`src/rtl/drac_pkg.sv`:
```
// Shared fetch-side types and constants for the icache interface.
package drac_pkg;

   localparam int ICACHE_LINE_W   = 128;
   localparam int ICACHE_OFFSET_W = 4;
   localparam int ICACHE_ADDR_W   = 40;
   localparam int ICACHE_TAG_W    = ICACHE_ADDR_W - ICACHE_OFFSET_W;
   localparam int ICACHE_INSTR_W  = 32;

   typedef enum logic [1:0] {
      IDLE,
      REQ,
      WAIT,
      DROP
   } icache_if_state_t;

   typedef struct packed {
      logic                     valid;
      logic [ICACHE_TAG_W-1:0]  tag;
      logic [ICACHE_LINE_W-1:0] data;
   } icache_line_buf_t;

   function automatic logic [ICACHE_INSTR_W-1:0] icache_word_sel(
      input logic [ICACHE_LINE_W-1:0] line,
      input logic [1:0]               word
   );
      return line[word*ICACHE_INSTR_W +: ICACHE_INSTR_W];
   endfunction

endpackage

```
`src/rtl/icache_line_buffer.sv`:
```
// Single-line fetch buffer: tag compare and word select are combinational, fill/invalidate take effect next cycle.
// Invalidate wins over fill so a faulting or flushed line never becomes hittable.
module icache_line_buffer
   import drac_pkg::*;
(
   input  logic                      clk_i,
   input  logic                      rstn_i,
   input  logic                      i_fill,
   input  logic [ICACHE_TAG_W-1:0]   i_fill_tag,
   input  logic [ICACHE_LINE_W-1:0]  i_fill_data,
   input  logic                      i_inval,
   input  logic [ICACHE_TAG_W-1:0]   i_lookup_tag,
   input  logic [1:0]                i_lookup_word,
   output logic                      o_hit,
   output logic [ICACHE_INSTR_W-1:0] o_word
);

   icache_line_buf_t r_buf;

   always_ff @(posedge clk_i or negedge rstn_i) begin
      if (!rstn_i) begin
         r_buf <= '0;
      end else if (i_inval) begin
         r_buf.valid <= 1'b0;
      end else if (i_fill) begin
         r_buf.valid <= 1'b1;
         r_buf.tag   <= i_fill_tag;
         r_buf.data  <= i_fill_data;
      end
   end

   assign o_hit  = r_buf.valid && (r_buf.tag == i_lookup_tag);
   assign o_word = icache_word_sel(r_buf.data, i_lookup_word);

endmodule

```
`src/rtl/icache_interface.sv`:
```
// IF-stage to icache adapter with one outstanding line request; miss = response+1 cycle, output held while stall_i.
// ICACHE_LINE_BUF_EN adds a one-line buffer giving 1-cycle hits; fetch_ready_o drops while busy or output is stalled.
module icache_interface
   import drac_pkg::*;
#(
   parameter int ADDR_W  = 40,
   parameter int LINE_W  = 128,
   parameter int INSTR_W = 32
) (
   input  logic               clk_i,
   input  logic               rstn_i,
   input  logic               fetch_valid_i,
   input  logic [ADDR_W-1:0]  fetch_pc_i,
   input  logic               stall_i,
   input  logic               flush_i,
   output logic               fetch_ready_o,
   output logic               instr_valid_o,
   output logic [INSTR_W-1:0] instr_o,
   output logic [ADDR_W-1:0]  instr_pc_o,
   output logic               instr_xcpt_o,
   output logic               icache_req_valid_o,
   input  logic               icache_req_ready_i,
   output logic [ADDR_W-1:0]  icache_req_addr_o,
   output logic               icache_kill_o,
   input  logic               icache_resp_valid_i,
   input  logic [LINE_W-1:0]  icache_resp_data_i,
   input  logic               icache_resp_xcpt_i
);

   icache_if_state_t   r_state, w_state_nxt;
   logic [ADDR_W-1:0]  r_pc;
   logic [ADDR_W-1:0]  r_instr_pc;
   logic [INSTR_W-1:0] r_instr;
   logic               r_instr_valid;
   logic               r_instr_xcpt;

   logic               w_fetch_acc;
   logic               w_resp_take;
   logic               w_hit;
   logic               w_req_valid;
   logic               w_kill;
   logic [INSTR_W-1:0] w_resp_word;
   logic [INSTR_W-1:0] w_hit_word;

   assign fetch_ready_o = rstn_i && (r_state == IDLE) && (!r_instr_valid || !stall_i);
   assign w_fetch_acc   = fetch_valid_i && fetch_ready_o;
   assign w_resp_take   = (r_state == WAIT) && icache_resp_valid_i && !flush_i;
   assign w_resp_word   = icache_resp_data_i[r_pc[3:2]*INSTR_W +: INSTR_W];

`ifdef ICACHE_LINE_BUF_EN
   logic w_buf_hit;

   icache_line_buffer u_line_buf (
      .clk_i         (clk_i),
      .rstn_i        (rstn_i),
      .i_fill        (w_resp_take && !icache_resp_xcpt_i),
      .i_fill_tag    (r_pc[ADDR_W-1:ICACHE_OFFSET_W]),
      .i_fill_data   (icache_resp_data_i),
      .i_inval       (flush_i || (icache_resp_valid_i && icache_resp_xcpt_i &&
                                  (r_state == WAIT || r_state == DROP))),
      .i_lookup_tag  (fetch_pc_i[ADDR_W-1:ICACHE_OFFSET_W]),
      .i_lookup_word (fetch_pc_i[3:2]),
      .o_hit         (w_buf_hit),
      .o_word        (w_hit_word)
   );

   // A flush in the same cycle invalidates the buffer, so it must also block the hit.
   assign w_hit = w_fetch_acc && w_buf_hit && !flush_i;
`else
   assign w_hit      = 1'b0;
   assign w_hit_word = '0;
`endif

   always_comb begin
      w_state_nxt = r_state;
      w_req_valid = 1'b0;
      w_kill      = 1'b0;
      case (r_state)
         IDLE: begin
            if (w_fetch_acc && !w_hit) w_state_nxt = REQ;
         end
         REQ: begin
            // Flush withdraws the request unless the icache takes it this very cycle.
            w_req_valid = !flush_i || icache_req_ready_i;
            if (flush_i) begin
               if (icache_req_ready_i) begin
                  w_kill      = 1'b1;
                  w_state_nxt = DROP;
               end else begin
                  w_state_nxt = IDLE;
               end
            end else if (icache_req_ready_i) begin
               w_state_nxt = WAIT;
            end
         end
         WAIT: begin
            if (icache_resp_valid_i) begin
               w_state_nxt = IDLE;
            end else if (flush_i) begin
               w_kill      = 1'b1;
               w_state_nxt = DROP;
            end
         end
         DROP: begin
            if (icache_resp_valid_i) w_state_nxt = IDLE;
         end
         default: w_state_nxt = IDLE;
      endcase
   end

   always_ff @(posedge clk_i or negedge rstn_i) begin
      if (!rstn_i) begin
         r_state       <= IDLE;
         r_pc          <= '0;
         r_instr_valid <= 1'b0;
         r_instr       <= '0;
         r_instr_pc    <= '0;
         r_instr_xcpt  <= 1'b0;
      end else begin
         r_state <= w_state_nxt;
         if (w_fetch_acc) r_pc <= fetch_pc_i;
         if (w_resp_take || w_hit) begin
            r_instr_valid <= 1'b1;
            r_instr       <= w_hit ? w_hit_word : w_resp_word;
            r_instr_pc    <= w_hit ? fetch_pc_i : r_pc;
            r_instr_xcpt  <= w_hit ? 1'b0 : icache_resp_xcpt_i;
         end else if (flush_i || !stall_i) begin
            r_instr_valid <= 1'b0;
         end
      end
   end

   assign instr_valid_o      = r_instr_valid;
   assign instr_o            = r_instr;
   assign instr_pc_o         = r_instr_pc;
   assign instr_xcpt_o       = r_instr_xcpt;
   assign icache_req_valid_o = w_req_valid;
   assign icache_req_addr_o  = {r_pc[ADDR_W-1:ICACHE_OFFSET_W], {ICACHE_OFFSET_W{1'b0}}};
   assign icache_kill_o      = w_kill;

endmodule

```
`config.mk`:
```
export PLATFORM = sky130hd
export DESIGN_NAME = icache_interface
export DESIGN_NICKNAME = d
export VERILOG_FILES = /design/src/rtl/drac_pkg.sv /design/src/rtl/icache_line_buffer.sv /design/src/rtl/icache_interface.sv
export SDC_FILE = /design/constraint.sdc
export NUM_CORES = 1
export LEC_CHECK = 0
export CAP_MARGIN = 10
export CORE_AREA = 2 2 156 97
export CTS_CLUSTER_DIAMETER = 200
export DETAILED_ROUTE_END_ITERATION = 12
export DIE_AREA = 0 0 158 99
export GPL_TIMING_DRIVEN = 1
export PLACE_DENSITY_LB_ADDON = 0.12
export SYNTH_ARGS = -nofsm -noshare
export SYNTH_HDL_FRONTEND = slang
export SYNTH_SLANG_ARGS = --single-unit
export TNS_END_PERCENT = 20
```
`constraint.sdc`:
```
create_clock -name clk_i -period 2.3 [get_ports clk_i]
set_input_delay 0.46 -clock clk_i [delete_from_list [all_inputs] [get_ports clk_i]]
set_output_delay 0.46 -clock clk_i [all_outputs]
set_load 0.01 [all_outputs]
```
; ---- After elaboration in Yosys (flattened, before gate mapping)
; Index checks and enable logic that the tools add are counted.
[totals]
register_bits = 116
input_bits = 176
[classes]
shift = 1
n_eq_ne = 7
n_mux = 16
n_reduce_logical = 14
[op_table]
columns = op, n
row1 = indexed part select 128 x 8 -> 32 bit, 1
row2 = 2-to-1 mux 2 bit, 7
row3 = case mux 2 bit (4 select lines), 1
row4 = 2-to-1 mux 1 bit, 7
row5 = != test 3 bit (second input constant), 2
row6 = logical AND 1 bit, 5
row7 = == test 2 bit (second input constant), 2
row8 = != test 2 bit (second input constant), 2
row9 = AND reduction 4 bit, 1
row10 = zero test 1 bit, 3
row11 = logical OR 1 bit, 3
row12 = == test 2 x 1 -> 1 bit (second input constant), 1
row13 = zero test 2 bit, 1
row14 = case mux 1 bit (2 select lines), 1
row15 = nonzero test 2 bit, 1

; ---- Depth between registers and ports, before layout
[depth]
depth_word = 6
mapped_depth = 7
mapped_depth_nobuf = 6

; ---- Worst setup path after synthesis
; No wires, ideal clock.
[synth_path]
path_kind = register -> register
from = register r_state[0]
to = register r_instr[0] (netlist: instr_o[0])
synth_period_minus_slack_ns = 1.657
setup_slack_ns = 0.643
t_arrival_ns = 1.532
n_path_buf = 2
setup_time_ns = 0.125
required_time_ns = 2.175
path_stages_with_launch = 8
path_cell_list = dfrtp_1 > inv_1 > ha_1 > nand2_1 > or2_2 > buf_6 > buf_6 > mux2_2
[synth_via]
elab_chain_len = 3
[synth_rtl]
columns = item, line
row1 = start: declaration, icache_interface.sv:30  ; icache_if_state_t r_state, w_state_nxt;
row2 = start signal: assignment, icache_interface.sv:120  ; r_state <= w_state_nxt;
row3 = == test 2 bit, icache_interface.sv:47  ; assign w_resp_take = (r_state == WAIT) && icache_resp_valid_i && !flush_i;
row4 = logical AND 1 bit (2 in a row), icache_interface.sv:47
row5 = end signal: assignment, icache_interface.sv:124  ; r_instr <= w_hit ? w_hit_word : w_resp_word;
row6 = end: declaration, icache_interface.sv:33  ; logic [INSTR_W-1:0] r_instr;
; No other way between the ends.
; A chain may end at the register's enable or synchronous reset.

; ---- Worst setup path after layout
[layout_path]
from = register r_state[1]
to = output port icache_req_valid_o
[layout_via]
elab_chain_len = 2
[layout_rtl]
columns = item, line
row1 = == test 2 x 1 -> 1 bit, icache_interface.sv:78  ; case (r_state)
row2 = 2-to-1 mux 1 bit, icache_interface.sv:78
row3 = end: declaration, icache_interface.sv:21  ; output logic icache_req_valid_o,
; No other way between the ends.

==> flow_metrics.py <==
metrics = {
    "synth": {
        "yosys_register_bits": 116,
        "synth.area.top_cells": "dfrtp_1, mux2_2, mux4_2, buf_4, buf_6",
        "avgSynthCellArea_um2": 15.9,
        "async_reset_ff_frac": 1.00,
        "yosysSeqAreaShare": 0.517,
        "synth_flop_cell": "dfrtp_1",
        "ys_warn_count": 0,
        "synth_top_cell_by_area": "dfrtp_1",
        "synth_cell_types": 22,
        "synth_edf_count": 0,
        "synth_top_area_share": 0.517,
        "ys_top_cells_by_count": "dfrtp_1, mux2_2, buf_4, mux4_2, buf_6",
        "netlist_instances": 353,
        "yosysMostFrequentCell": "dfrtp_1",
        "synth.cell_area_um2": 5610,
    },
    "timing": {
        "rsz0062_at_grt": "yes",
        "setup-violations-final": 0,
        "fin_crit_ns": 2.26,
        "clock_skew_ns": 0.00518,
        "holdWs_ns": 0.224,
        "hold_violations": 0,
        "clock.fmax_mhz": 443,
        "worst_pin_slew_ns": 0.599,
        "finalWorstSetupSlack_ns": 0.0437,
        "finalSetupTns_ns": 0,
        "fin_crit_sh": 0.981,
        "maxSlewViolCount": 0,
        "maxSlewHeadroom": 0.601,
    },
    "placement": {
        "routabilityCongestion": 0.934,
        "dp_slack_ns": 0.0446,
        "port_buffers": 288,
        "dpl.hpwl_um": 11900,
    },
    "global_routing": {
        "grt_max_degree": 117,
        "grt.overflow.total": 0,
        "grt_first_pass_wirelength_um": 23700,
        "grt_use_total": 0.200,
        "antenna_found_initial": 0,
        "first_global_vias": 4360,
    },
    "worst_setup_path": {
        "regToRegSetupSlack_ns": 0.46,
        "path_max_fanout": 4,
        "arrival_ns": 1.80,
        "endpoint_kind": "output pin",
        "critPathKind": "register to output pin",
        "start_kind": "register",
        "required_ns": 1.84,
    },
    "power_and_ir_drop": {
        "peakVddDrop_mv": 0.572,
        "seqPwrFrac": 0.323,
        "powerDensity_nw_per_um2": 1230,
        "internal_power_mw": 7.71,
        "switching_share": 0.305,
        "power.leakage_nw": 3.76,
        "clkPwrFrac": 0.225,
        "p_switching_mw": 3.38,
        "pwr-share-comb": 0.453,
    },
    "routing": {
        "vias_per_cell": 4.72,
        "first_pass_iters": 4,
        "drc_errors": 0,
        "drt_wl_total_um": 15500,
        "vias": 3888,
        "drtAntennaViolNets": 0,
        "wire_per_inst_um": 18.8,
        "drt-initial-drc-count": 99,
    },
    "layout": {
        "multi_input_area_um2": 2220,
        "area_delta_synth_final_pct": 60.1,
        "regArea_um2": 2900,
        "diodes": 0,
        "drive_above_1_share": 0.306,
        "final.fill_count": 1095,
        "fin_nets": 793,
    },
    "clock_network": {
        "postCtsSetupBuffers": 0,
        "cts_hold_buf": 0,
        "cts_tree": "built",
        "cts_buffers": 17,
        "cts_resized": 3,
        "clock-sinks": 116,
        "clk_pin_slew_ns": 0.05,
        "cts-htree-levels": 4,
        "insertion_delay_ns": 0.39,
        "cts_buffer_depth": 2,
        "cts_root_buf": "clkbuf_16",
    },
    "floorplanning": {
        "dieArea_um2": 15600,
        "row_count": 34,
        "die_height_um": 99,
        "dieWidth_um": 158,
        "design.core.area_um2": 14200,
        "start_util": 0.395,
        "design.portCount": 293,
    },
    "run": {
        "drv_cap": 0,
    },
    "hold_path": {
        "worstHoldPathType": "input port to async pin",
    },
    "status": {
        "status": "complete, no violations",
    },
}
[layer usage]
layer	vias to the layer above	share of wire	global-route usage
met1	1948	0.40	0.243
met5	-	0	0
met3	8	0.098	0.0774
met2	166	0.50	0.341
met4	0	0.0059	0.0395
li1	1766	-	-
[critical path, cell delays in order, from the launching register on]
cell             delay [ns]
dfrtp_1                0.41
inv_2                  0.10
ha_2                   0.22
nand2_1                0.08
inv_1                  0.07
clkdlybuf4s50_1        0.53
[final cells by class]
type                    instances  area share
repair buffers                297       0.338
flip-flops and latches        116       0.323
multi-input cells             176       0.247
clock buffers                  18      0.0489
well taps                     198      0.0276
clock inverters                14      0.0145
inverters                       4     0.00167
[through the flow]
stage                     total power, mW  std cells   util  cell area (um^2)
final                                11.1        823  0.632              8980
after detailed placement             8.70        791  0.592              8420
after CTS                            11.2        823  0.632              8980
after floorplan                      6.43        356      -              5620
after global placement               8.59        791  0.592              8420
after global routing                 11.8        823  0.632              8980
[layout by cell type (no fill, tap or decap), types with 2 or more instances in the layout]
master and n:
inv_6 3, inv_1 3, nand2_1 5, clkinv_4 5
nand2b_1 3, a21oi_1 4, clkdlybuf4s50_1 285, nand3_1 2
dlygate4sd2_1 2, conb_1 4, dfrtp_1 115, buf_4 3
buf_12 7, mux4_1 3, clkbuf_16 17, ha_1 4
mux4_2 29, clkinvlp_4 2, clkinv_2 3, mux2_2 115
[cell families (layout without fill, tap and decap cells)]
family	after synthesis	after routing	synth area share
compound gates	5	5	0.00513
fa+ha+maj	5	5	0.0112
buf+inv	64	333	0.0910
flops	116	116	0.517
mux	147	147	0.361
other cells	1	4	0.000668
simple gates	15	15	0.0134
[power by group through the flow]
stage	Sequential, mW	Combinational [mW]	Clock [mW]
final	3.58	5.02	2.49
after global placement	3.56	5.04	0
after CTS	3.59	5.11	2.55
after global routing	3.72	5.37	2.66
after floorplan	3.74	2.68	0
after detailed placement	3.61	5.09	0
[flip-flops by register name, indices dropped and copies added, names as in the netlist]
name           cells
instr_pc_o        40
r_pc              40
instr_o           32
r_state            2
instr_valid_o      1
instr_xcpt_o       1
[final timing paths]
path	from	endpoint	cells past startpoint
max reg2reg	r_state[0]	instr_o[18]	6
max	r_state[1]	icache_req_valid_o	5
min in group clk_i	instr_o[22]	instr_o[22]	1
min	rstn_i	instr_o[1]	2
max in group asynchronous	rstn_i	r_pc[2]	2
min reg2reg	instr_o[22]	instr_o[22]	1
(Power assumes the default switching activity.)
